## src/rtl/bcd_digit_sequencer.sv

```systemverilog
// bcd_digit_sequencer: steps a packed BCD word out one digit at a time, MSD first, holding each digit HOLD_CYCLES clocks; optional leading-zero blanking under BLANK_LEADING_ZERO_EN.
module bcd_digit_sequencer #(
    parameter int NUM_DIGITS  = 6,
    parameter int HOLD_CYCLES = 4,
    parameter int IDX_W       = 3
) (
    input  logic                    clk,
    input  logic                    reset_n,
    input  logic                    start,
    input  logic                    abort,
    input  logic [4*NUM_DIGITS-1:0] bcd_word,
    output logic                    enable,
    output logic [3:0]              bcd_num,
    output logic [IDX_W-1:0]        digit_idx,
    output logic                    busy,
    output logic                    done,
    output logic                    bcd_err
);
    localparam int W = 4 * NUM_DIGITS;
    typedef enum logic [1:0] {IDLE, EMIT, DONE} state_t;
    state_t           state_q, state_d;
    logic [W-1:0]     shadow_q, shadow_d;
    logic [7:0]       hold_cnt_q, hold_cnt_d;
    logic [IDX_W-1:0] digit_idx_q, digit_idx_d;
    logic [3:0]       bcd_num_q, bcd_num_d;
    logic             enable_q, enable_d;
    logic             busy_q, busy_d;
    logic             done_q, done_d;
    logic             bcd_err_q, bcd_err_d;
    logic [3:0]       load_digit;
    logic [IDX_W-1:0] load_idx;
    logic             load_en;
    logic             load_err;
    logic             hold_last;
    logic             idx_last;
`ifdef BLANK_LEADING_ZERO_EN
    logic             lead_q, lead_d;
    logic             lead_in;
`endif
    // Digit about to be presented: word MSD on start, otherwise the shadow's top nibble.
    always_comb begin
        load_digit = (state_q == IDLE) ? bcd_word[W-1 -: 4] : shadow_q[W-1 -: 4];
        load_idx   = (state_q == IDLE) ? '0 : digit_idx_q + 1'b1;
        load_err   = load_digit > 4'd9;
        hold_last  = hold_cnt_q == 8'(HOLD_CYCLES - 1);
        idx_last   = digit_idx_q == IDX_W'(NUM_DIGITS - 1);
`ifdef BLANK_LEADING_ZERO_EN
        lead_in    = (state_q == IDLE) ? 1'b1 : lead_q;
        load_en    = !load_err && !(lead_in && load_digit == 4'd0 && load_idx != IDX_W'(NUM_DIGITS - 1));
`else
        load_en    = !load_err;
`endif
    end
    // Next-state and next-output computation for the IDLE/EMIT/DONE sequencer.
    always_comb begin
        state_d     = state_q;
        shadow_d    = shadow_q;
        hold_cnt_d  = hold_cnt_q;
        digit_idx_d = digit_idx_q;
        bcd_num_d   = bcd_num_q;
        enable_d    = enable_q;
        busy_d      = busy_q;
        done_d      = 1'b0;
        bcd_err_d   = bcd_err_q;
`ifdef BLANK_LEADING_ZERO_EN
        lead_d      = lead_q;
`endif
        if (state_q == IDLE && start && !abort) begin
            state_d     = EMIT;
            shadow_d    = bcd_word << 4;
            hold_cnt_d  = '0;
            digit_idx_d = '0;
            bcd_num_d   = load_digit;
            enable_d    = load_en;
            busy_d      = 1'b1;
            bcd_err_d   = load_err;
`ifdef BLANK_LEADING_ZERO_EN
            lead_d      = load_digit == 4'd0;
`endif
        end else if (state_q == EMIT && abort) begin
            state_d     = IDLE;
            hold_cnt_d  = '0;
            digit_idx_d = '0;
            bcd_num_d   = '0;
            enable_d    = 1'b0;
            busy_d      = 1'b0;
        end else if (state_q == EMIT && hold_last && idx_last) begin
            state_d     = DONE;
            hold_cnt_d  = '0;
            enable_d    = 1'b0;
            busy_d      = 1'b0;
            done_d      = 1'b1;
        end else if (state_q == EMIT && hold_last) begin
            shadow_d    = shadow_q << 4;
            hold_cnt_d  = '0;
            digit_idx_d = load_idx;
            bcd_num_d   = load_digit;
            enable_d    = load_en;
            bcd_err_d   = bcd_err_q | load_err;
`ifdef BLANK_LEADING_ZERO_EN
            lead_d      = lead_q && load_digit == 4'd0;
`endif
        end else if (state_q == EMIT) begin
            hold_cnt_d  = hold_cnt_q + 8'd1;
        end else if (state_q == DONE) begin
            state_d     = IDLE;
        end
    end
    // All state and outputs registered; synchronous active-low reset wins over everything.
    always_ff @(posedge clk) begin
        if (!reset_n) begin
            state_q     <= IDLE;
            shadow_q    <= '0;
            hold_cnt_q  <= '0;
            digit_idx_q <= '0;
            bcd_num_q   <= '0;
            enable_q    <= 1'b0;
            busy_q      <= 1'b0;
            done_q      <= 1'b0;
            bcd_err_q   <= 1'b0;
`ifdef BLANK_LEADING_ZERO_EN
            lead_q      <= 1'b0;
`endif
        end else begin
            state_q     <= state_d;
            shadow_q    <= shadow_d;
            hold_cnt_q  <= hold_cnt_d;
            digit_idx_q <= digit_idx_d;
            bcd_num_q   <= bcd_num_d;
            enable_q    <= enable_d;
            busy_q      <= busy_d;
            done_q      <= done_d;
            bcd_err_q   <= bcd_err_d;
`ifdef BLANK_LEADING_ZERO_EN
            lead_q      <= lead_d;
`endif
        end
    end
    assign enable    = enable_q;
    assign bcd_num   = bcd_num_q;
    assign digit_idx = digit_idx_q;
    assign busy      = busy_q;
    assign done      = done_q;
    assign bcd_err   = bcd_err_q;
endmodule

```

## config.mk

```make
export PLATFORM = sky130hd
export DESIGN_NAME = bcd_digit_sequencer
export DESIGN_NICKNAME = d
export VERILOG_FILES = /design/src/rtl/bcd_digit_sequencer.sv
export SDC_FILE = /design/constraint.sdc
export NUM_CORES = 1
export LEC_CHECK = 0
export ABC_AREA = 1
export CAP_MARGIN = 40
export CORE_UTILIZATION = 47
export CTS_CLUSTER_SIZE = 24
export DETAILED_ROUTE_END_ITERATION = 12
export PLACE_DENSITY = 0.74
export SYNTH_ARGS = -nofsm -noshare
export SYNTH_HDL_FRONTEND = slang
export SYNTH_SLANG_ARGS = --single-unit
```

## constraint.sdc

```tcl
create_clock -name clk -period 1.2 [get_ports clk]
set_input_delay 0.18 -clock clk [delete_from_list [all_inputs] [get_ports clk]]
set_output_delay 0.18 -clock clk [all_outputs]
set_load 0.02 [all_outputs]
```

### After elaboration in Yosys (flattened, before gate mapping)

Index checks and enable logic that the tools add are counted.
W data, S select, Z words.

| storage, ports and cells | value |
|---|---|
| bits in registers | 41 |
| input port bits | 28 |
| output and inout bits | 11 |
| logic and storage cells | 76 |

| cells by class | value |
|---|---|
| $add $sub $neg | 2 |
| order comparisons | 1 |
| eq/ne operators | 11 |
| muxes and demuxes | 28 |
| bitwise gates (word level) | 3 |
| reductions and logical operators | 21 |

Operators by type and width:

| cell | count |
|---|---|
| $mux W24 | 4 |
| $mux W4 | 5 |
| $mux W1 | 14 |
| $reduce_and A3 Y1 | 3 |
| $add A8 B1 Y8 const B | 1 |
| $eq A8 B2 Y1 const B | 1 |
| $mux W2 | 4 |
| $reduce_bool A4 Y1 | 2 |
| $reduce_bool A3 Y1 | 2 |
| $logic_and A1 B1 Y1 | 5 |
| $reduce_or A5 Y1 | 1 |
| $gt A4 B4 Y1 const B | 1 |
| $ne A2 B1 Y1 const B | 2 |
| $ne A2 B2 Y1 const B | 2 |
| $ne A4 B2 Y1 const B | 1 |
| $ne A4 B3 Y1 const B | 1 |
| $reduce_and A2 Y1 | 2 |
| $reduce_bool A2 Y1 | 2 |
| $add A3 B1 Y3 const B | 1 |
| $eq A3 B3 Y1 const B | 1 |
| $mux W3 | 1 |
| $ne A3 B3 Y1 const B | 1 |
| $reduce_or A3 Y1 | 1 |
| $eq A2 B1 Y1 const B | 1 |
| 5 further kinds | 7 |

### Depth between registers and ports, before layout

Gate-level depths: netlist (run 1).

| logic depth | value |
|---|---|
| word-level depth | 8 |
| depth in mapped cells | 10 |

### Worst setup path after synthesis (run 1)

Ideal clock, no wire load.

| path | value |
|---|---|
| kind | reg-to-reg |
| from | reg digit_idx_q[1] (netlist: digit_idx[1]) |
| to | reg shadow_q[21] |
| setup time | 0.114 ns |
| arrival time | 1.274 ns |
| path slack | -0.188 ns |
| cell stages (with the launch flop) | 8 |
| path buffers | 1 |
| clock period less this slack | 1.388 ns |
| cells stage by stage | dfxtp_1 > inv_1 > ha_1 > nand2_1 > nand4_2 > buf_4 > o21bai_1 > nor2_1 |

| between the ends | value |
|---|---|
| word-level cells in the longest chain between the ends | 4 |

Ends and longest elaborated chain:

| what | RTL line | source |
|---|---|---|
| start: declaration | 24 | `logic [IDX_W-1:0] digit_idx_q, digit_idx_d;` |
| start signal: assignment | 128 | `digit_idx_q <= digit_idx_d;` |
| $eq A3 B3 Y1 | 46 | `idx_last = digit_idx_q == IDX_W'(NUM_DIGITS - 1);` |
| $logic_and A1 B1 Y1 | 87 | `end else if (state_q == EMIT && hold_last && idx_last) begin` |
| $ne A2 B2 Y1 (no source line) | - |  |
| $reduce_and A3 Y1 (no source line) | - |  |
| end signal: assignment | 126 | `shadow_q <= shadow_d;` |
| end: declaration | 22 | `logic [W-1:0] shadow_q, shadow_d;` |

Every way passes these cells.
A chain may end at the register's enable or synchronous reset.

### Worst setup path after layout (run 1)

| path | value |
|---|---|
| from | reg hold_cnt_q[1] |
| to | reg shadow_q[18] |

| between the ends | value |
|---|---|
| word-level cells in the longest chain between the ends | 5 |
| elaborated cells between the ends (all ways) | 6 |
| classes of those cells | eq/ne (2); reduce/logical (4) |

Ends and longest elaborated chain:

| what | RTL line | source |
|---|---|---|
| start: declaration | 23 | `logic [7:0] hold_cnt_q, hold_cnt_d;` |
| start signal: assignment | 127 | `hold_cnt_q <= hold_cnt_d;` |
| $eq A8 B2 Y1 * | 45 | `hold_last = hold_cnt_q == 8'(HOLD_CYCLES - 1);` |
| $logic_and A1 B1 Y1 * | 87, 93 |  |
| $logic_and A1 B1 Y1 | 87 |  |
| $ne A2 B2 Y1 (no source line) | - |  |
| $reduce_and A3 Y1 (no source line) * | - |  |

Every way passes the cells marked *; elsewhere a longest branch is shown, timed or not.

==> flow_summary.toml, run 1 <==
[sta]
fin_tns_setup_ps = -6110
layout_setup_ws_ps = -245
period_share_pct = 120
clock.fmax_ghz = 0.692
finClkSkew_ps = 6.23
setup_violations = 38
finalMaxSlewViolations = 0
slew_headroom_pct = 81.8
hold_viol_final = 0
final.min_clock_period_ps = 1440
tightest_slew_ps = 273
rsz0062_at_grt = "true"

[power]
power_leakage_nw = 1.48
power.density_nw_per_um2 = 960
ir_worst_vdd_v = 0.000731

[yosys]
yosys_warnings = 0
synth_top_area_share_pct = 39.6
synth.distinct_cells = 28
ys_ff_latch = 41
syn_avg_cell_area_um2 = 6.93
netlist_area_um2 = 2070
synthTopCellsByArea = "dfxtp_1 40%, nand2_1 18%, a21oi_1 6.8%"
synthCells = 299
synthesis.nets = 330
yosysTopAreaCell = "dfxtp_1"
synth.yosys.seq_area_share_pct = 39.6

[route]
drt-pass1-iter-count = 4
routed_wl_mm = 6.05
vias = 2229
initialDrtViolationCount = 126
viasPerCell = 5.22
drc = 0
drtAntennaViolNets = 0
wl_per_cell_um = 14.2

[final_layout]
drive_above_1_share_pct = 35.5
regArea_um2 = 838
n_antenna_cell = 0
synthToLayoutAreaGrowth_pct = 58.2
fillers = 260
nets = 407
final_util_pct = 79.6
multiInputGateArea_um2 = 1290

[clock_tree]
h-tree-depth = 2
clkLatencyLatePin_ps = 290
root_buffer = "clkbuf_8"
cts_made_buffers = 5
cts_buffer_depth = 2
cts_tree = "built"
cts.sinks = 41
clkSlewWorstSetupHoldPaths_ps = 80

[floorplan]
die_x_um = 68.4
core_um2 = 4120
die_h_um = 68.4
dieArea_um2 = 4680
pin_count = 39
initial_core_util_pct = 50.3
num_rows = 23

[place]
dp_hpwl_mm = 3.45
place.gp.congestion = 0.848
io_buffers = 38

[worst_setup_path]
worstPathRequired_ps = 1420
r2r_setup_slack_ps = -240
critPathArrivalTime_ps = 1660
rr_startpoint = "hold_cnt_q[1]"
r2r_cells = 8
timing.rr.end = "shadow_q[18]"
worst-setup-path-type = "reg -> reg"
worstPathMaxFanout = 5
crit_path_end_kind = "register"
cp-start-kind = "register"

[min_path]
min_to = "shadow_q[4]"
min_path_cells = 3
hold_class = "in -> reg"
hp-start = "bcd_word[0]"

[global_route]
grt_pass1_wl_mm = 8.19
grt_max_degree = 35
track_usage_pct = 23.5
antenna_found_initial = 0
grt_pass1_vias = 1904
grt-ovfl-total = 0

[flow_run]
cap_viol_max_count = 0

[outcome]
failed_checks = "negative setup slack"
outcome = "complete, but fails checks"
flip-flops by register name, summed over array words and instances (netlist names):
name and cells:
bcd_num 4, hold_cnt_q 8, enable 1, busy 1, state_q 2, shadow_q 20
done 1, digit_idx 3, bcd_err 1
power breakdown:
group          total (mW)  internal [mW]  switching (mW)
clock                1.14          0.678           0.465
combinational       0.574          0.285           0.289
sequential           1.43           1.40          0.0271
critical path, stage by stage (launching register included):
cell and delay (ps):
dfxtp_2 370, ha_4 160, inv_4 50, nor2_8 150, nand4_4 160, nand2_4 150, clkbuf_16 160, nand2_1 50
a21oi_1 120
through the flow:
step / worst slack [ps] / area (µm²) / hold slack [ps] / cells / power, mW
6_report: -245 / 3280 / 461 / 427 / 3.15
5_1_grt: -334 / 3280 / 472 / 427 / 3.28
4_1_cts: -172 / 2930 / 447 / 415 / 3.05
3_5_place_dp: -460 / 2770 / 458 / 406 / 1.91
3_3_place_gp: -371 / 2770 / 459 / 406 / 1.90
2_1_floorplan: -20.9 / 2140 / 328 / 299 / 1.70
final cells by class:
type	instances	share of cell area [%]
repair buffers	84	25.7
flip-flops and latches	41	25.6
inverters	30	3.74
multi-input cells	214	39.5
clock inverters	1	0.916
clock buffers	7	2.63
well taps	50	1.91
kinds of logic (layout without fill, tap and decap cells):
group,count (synthesis),after routing,share of synthesized area [%]
fa+ha+maj,3,3,1.81
buf+inv,44,122,10.5
simple gates,165,165,35.6
xor+xnor,2,2,0.846
flops,41,41,39.6
compound gates,44,44,11.6
cells in the final DEF, fill, tap and decap left out, types with 3 or more instances in the layout:
cell and instances:
nand2_1 85, buf_4 35, dfxtp_1 31, clkdlybuf4s50_1 26, nand3_1 23, inv_1 19, a21oi_1 19, nor2_1 13
nand2_4 10, nand2_2 9, a21oi_2 9, inv_2 8, dfxtp_2 8, dlygate4sd2_1 7, clkbuf_8 6, nor2_2 5
o21ai_1 5, buf_12 5, nor2_4 4, or2_2 3, o2111ai_2 3, nor3_2 3, nand4_1 3, clkbuf_16 3
buf_6 3
cell usage after synthesis, drive strengths merged:
cell     number
nand3        27
nand4         4
nand2       104
buf          11
a31oi         1
nor3          4
inv          30
o2111ai       3
or2           3
o21ai         9
clkbuf        3
xor2          2
dfxtp        41
a21oi        28
o21bai        2
o21a          1
nor2         23
ha            3
what timing repair did:
item	4_1_cts	5_1_grt
setup buffers	1	9
endpoints found under the setup margin	51	45
pin swaps	1	23
gates cloned	0	4
resized for setup	28	65
hold buffers	0	0
routing by layer:
layer / share of wire (%) / vias up / wire (µm) / global-route usage (%)
met5: 0 / - / 0 / 0
met4: 1.8 / 0 / 106 / 6.51
met2: 51 / 74 / 3110 / 40.4
met1: 43 / 1029 / 2580 / 29.3
met3: 4.2 / 16 / 253 / 5.00
li1: - / 1110 / - / -
worst max path at each step:
stage	cells past startpoint	from	end
after global routing	8	hold_cnt_q[0]	shadow_q[17]
after global placement	11	abort	hold_cnt_q[6]
after CTS	8	hold_cnt_q[1]	shadow_q[11]
final	8	hold_cnt_q[1]	shadow_q[18]
after detailed placement	11	abort	hold_cnt_q[6]
after floorplan	8	hold_cnt_q[1]	bcd_num[2]
Note: power is estimated with default switching activity, not from simulation.
==> inputs of run 2 (changes only) <==
--- a/config.mk
+++ b/config.mk
@@ -7,10 +7,11 @@
 export LEC_CHECK = 0
 export ABC_AREA = 1
 export CAP_MARGIN = 40
-export CORE_UTILIZATION = 47
+export CORE_UTILIZATION = 50
 export CTS_CLUSTER_SIZE = 24
 export DETAILED_ROUTE_END_ITERATION = 12
-export PLACE_DENSITY = 0.74
+export MAX_ROUTING_LAYER = met4
+export PLACE_DENSITY = 0.75
 export SYNTH_ARGS = -nofsm -noshare
 export SYNTH_HDL_FRONTEND = slang
 export SYNTH_SLANG_ARGS = --single-unit
==> constraint.sdc (replaced) <==
create_clock -name clk -period 1.85 [get_ports clk]
set_input_delay 0.2775 -clock clk [delete_from_list [all_inputs] [get_ports clk]]
set_output_delay 0.2775 -clock clk [all_outputs]
set_load 0.02 [all_outputs]
==> flow_summary.toml, run 2 (synthesis gave the netlist of run 1 again) <==
[outcome]
outcome = "complete, no violations"

[flow_run]
cap_viol_max_count = 0

[floorplan]
die_h_um = 66.4
num_rows = 23
die_x_um = 66.4
initial_core_util_pct = 51.8
pin_count = 39
dieArea_um2 = 4400
core_um2 = 4000

[worst_setup_path]
worstPathRequired_ps = 2080
crit_path_end_kind = "register"
worstPathMaxFanout = 20
worst-setup-path-type = "reg -> reg"
cp-start-kind = "register"
critPathArrivalTime_ps = 1800

[clock_tree]
cts_made_buffers = 5
cts_buffer_depth = 2
clkSlewWorstSetupHoldPaths_ps = 80
ctsHoldBuffers = 0
clkLatencyLatePin_ps = 290
root_buffer = "clkbuf_8"
cts.sinks = 41
post_cts_buffers = 0
h-tree-depth = 2
cts_tree = "built"
cts-resized-gates = 0

[final_layout]
drive_above_1_share_pct = 10.1
nets = 369
final_cells = 388
fillers = 401
layout_commonest_cell = "nand2_1"
synthToLayoutAreaGrowth_pct = 24.3
top_register = "shadow_q"
largest_register_ffs = 20
n_antenna_cell = 0
final_util_pct = 64.3
final_cell_mix = "99 x nand2_1, 41 x dfxtp_1, 38 x clkdlybuf4s50_1"

[global_route]
grt_pass1_vias = 1679
antenna_found_initial = 0
grt_max_degree = 27
grt_pass1_wl_mm = 7.29
track_usage_pct = 22.2
grt-ovfl-total = 0

[sta]
rsz0062_at_grt = "false"
setup_violations = 0
finalMaxSlewViolations = 0
fin_tns_setup_ps = 0
slew_headroom_pct = 75.4
tightest_slew_ps = 367
finClkSkew_ps = 6.99
period_share_pct = 84.7
final.min_clock_period_ps = 1570
hold_viol_final = 0
clock.fmax_ghz = 0.638

[route]
viasPerCell = 5.02
initialDrtViolationCount = 118
routed_wl_mm = 4.35
vias = 1947
drtAntennaViolNets = 0
drt-pass1-iter-count = 4
wl_per_cell_um = 11.2
drc = 0

[place]
place.gp.congestion = 0.806
io_buffers = 38
dp_hpwl_mm = 3.11
dp_cells = 381

[power]
power.density_nw_per_um2 = 733
power_leakage_nw = 1.10
ir_worst_vdd_v = 0.000457

[min_path]
hold_class = "reg -> reg"
[run 2: cell types whose count changed in the layout (fill, tap and decap cells not counted), sizes merged]
cell and delta:
clkbuf -6, inv +1, dlymetal6s2s -1, dlygate4sd2 -7, clkdlybuf4s50 +12, buf -35, clkdlybuf4s15 -3
[run 2: path summary, 6_finish.rpt]
check,start,end,slack (ps),cells past startpoint
min reg2reg,bcd_err,bcd_err,480,2
max reg2reg,hold_cnt_q[0],shadow_q[23],280,7
max,hold_cnt_q[0],shadow_q[23],280,7
min,bcd_err,bcd_err,480,2
[run 2: power by group]
part	internal [mW]	switching (mW)	leakage (nW)
Combinational	0.125	0.134	0.709
Clock	0.392	0.308	0.0540
Sequential	0.910	0.0163	0.333
[run 2: worst max-delay path, stage by stage, from the launching register on]
cell,delay (ps)
dfxtp_1,360
ha_1,180
inv_1,100
nor2_8,160
nand4_2,140
nand2_2,320
nand2_1,110
a21oi_1,130
[run 2: cell type report]
type                       count  area [µm²]  area share, %
clock buffer                   5        68.8           2.67
sequential                    41         821           31.9
timing repair buffer          46         440           17.1
clock inverter                 2        35.0           1.36
multi-input combinational    214        1030           40.2
inverter                      30         113           4.38
tap                           50        62.6           2.43
[run 2: layer usage]
layer  global-route usage [%]  wire length (µm)  up-vias
met1                     27.2              2150      872
li1                         -                 -     1028
met4                     7.18                59        0
met2                     36.4              1990       42
met3                     4.66               154        5
met5                        -                 0        -
[run 2: per-stage QoR]
| stage | area [µm²] | power (mW) | setup WS, ps | hold WS (ps) |
|---|---|---|---|---|
| 2_1_floorplan | 2070 | 1.10 | 462 | 426 |
| 3_3_place_gp | 2470 | 1.20 | 139 | 455 |
| 3_5_place_dp | 2470 | 1.21 | 122 | 468 |
| 4_1_cts | 2570 | 1.90 | 254 | 487 |
| 5_1_grt | 2570 | 1.96 | 127 | 507 |
| 6_report | 2570 | 1.89 | 282 | 480 |
==> inputs of run 3 (changes only) <==
==> constraint.sdc (replaced) <==
create_clock -name clk -period 1.55 [get_ports clk]
set_input_delay 0.2325 -clock clk [delete_from_list [all_inputs] [get_ports clk]]
set_output_delay 0.2325 -clock clk [all_outputs]
set_load 0.02 [all_outputs]
==> flow_summary.toml, run 3 (synthesis gave the netlist of run 1 again) <==
[outcome]
outcome = "complete, no violations"

[final_layout]
synthToLayoutAreaGrowth_pct = 30.2
top_register = "shadow_q"
final_util_pct = 67.4
nets = 377
fillers = 369
largest_register_ffs = 20
drive_above_1_share_pct = 13.8
stdcell_area_um2 = 2700
layout_commonest_cell = "nand2_1"
final_cells = 397
final_cell_mix = "99 x nand2_1, 38 x dfxtp_1, 35 x clkdlybuf4s50_1"
n_antenna_cell = 0

[route]
drt-pass1-iter-count = 4
wl_per_cell_um = 11.6
viasPerCell = 5.08
routed_wl_mm = 4.60
drtAntennaViolNets = 0
drc = 0
vias = 2016
initialDrtViolationCount = 113

[worst_setup_path]
worstPathMaxFanout = 11
path_delay_family = "simple AND/OR/NAND/NOR gates"
slowest_delay_ps = 370
worst-setup-path-type = "reg -> reg"
worstPathRequired_ps = 1730
cp-start-kind = "register"
critPathArrivalTime_ps = 1650
worstPathBufferInverterCount = 1
crit_path_end_kind = "register"
cp_cell_sequence = "inv_1 > ha_1 > nand2_1 > nand3_2 > o21ai_0 > a21oi_1"
slowest_stage = "dfxtp_1"

[sta]
slew_headroom_pct = 77.4
period_share_pct = 94.9
finalMaxSlewViolations = 0
final.min_clock_period_ps = 1470
setup_violations = 0
hold-worst-slack_ps = 476
clock.fmax_ghz = 0.680
finClkSkew_ps = 3.46
hold_viol_final = 0
tightest_slew_ps = 337
rsz0062_at_grt = "true"
fin_tns_setup_ps = 0
layout_setup_ws_ps = 79.7

[global_route]
track_usage_pct = 23.5
grt-ovfl-total = 0
grt_pass1_vias = 1727
grt_max_degree = 27
grt_pass1_wl_mm = 7.54
antenna_found_initial = 0

[place]
post_dp_cell_area_um2 = 2540
io_buffers = 38
dp_hpwl_mm = 3.34
dp_slack_ps = -131
place.gp.congestion = 0.850
dp_cells = 387

[floorplan]
dieArea_um2 = 4400
die_h_um = 66.4
pin_count = 39
initial_core_util_pct = 51.8
num_rows = 23
core_um2 = 4000
die_x_um = 66.4

[power]
ir_worst_vdd_v = 0.000563
power.density_nw_per_um2 = 819
power_leakage_nw = 1.22
totalPowerFinal_mw = 2.21

[clock_tree]
ctsHoldBuffers = 0
h-tree-depth = 2
cts_made_buffers = 5
root_buffer = "clkbuf_8"
cts_tree = "built"
clkSlewWorstSetupHoldPaths_ps = 80
cts_buffer_depth = 2
cts.sinks = 41
clkLatencyLatePin_ps = 290

[min_path]
hold_class = "reg -> reg"

[flow_run]
cap_viol_max_count = 0
-- run 3: changes by cell type in the layout (fill, tap and decap cells not counted), moves of 2 or more --
| cell | change |
|---|---|
| dfxtp_2 | +3 |
| clkdlybuf4s50_1 | -3 |
| buf_6 | +2 |
| dfxtp_1 | -3 |
| buf_4 | +4 |
| dlymetal6s2s_1 | +3 |
| clkbuf_8 | +2 |
| buf_12 | +2 |
-- run 3: power by group --
part           switching [mW]  internal (mW)
Clock                   0.362          0.402
Sequential             0.0198           1.09
Combinational           0.168          0.168
Total                   0.550           1.66
-- run 3: worst paths after layout --
kind | start | end | slack, ps | cells past startpoint
max | digit_idx[1] | digit_idx[2] | 80 | 6
min | bcd_err | bcd_err | 480 | 2
max reg2reg | digit_idx[1] | digit_idx[2] | 80 | 6
min reg2reg | bcd_err | bcd_err | 480 | 2
-- run 3: repair_timing --
action / 4_1_cts / 5_1_grt
gates resized for setup: 0 / 12
buffers inserted: 0 / 2
setup endpoints to repair: 0 / 29
-- run 3: per-layer routing --
| layer | wire (µm) | share of wire, % | global-route usage (%) |
|---|---|---|---|
| met5 | 0 | 0 | - |
| met4 | 68 | 1.5 | 7.18 |
| met3 | 182 | 4.0 | 5.69 |
| met2 | 2260 | 49 | 38.4 |
| met1 | 2090 | 45 | 28.5 |
-- run 3: area by class of cell --
type	count	area (µm²)	area share [%]
flip-flops and latches	41	825	30.6
clock inverters	1	5.00	0.186
inverters	30	113	4.18
multi-input cells	214	1050	39.1
well taps	50	62.6	2.32
repair buffers	54	541	20.0
clock buffers	7	96.3	3.57
-- run 3: worst register-to-register path, stage by stage (launching register included) --
cell and delay (ps):
dfxtp_1 370, inv_1 60, ha_1 170, nand2_1 190
nand3_2 260, o21ai_0 240, a21oi_1 80
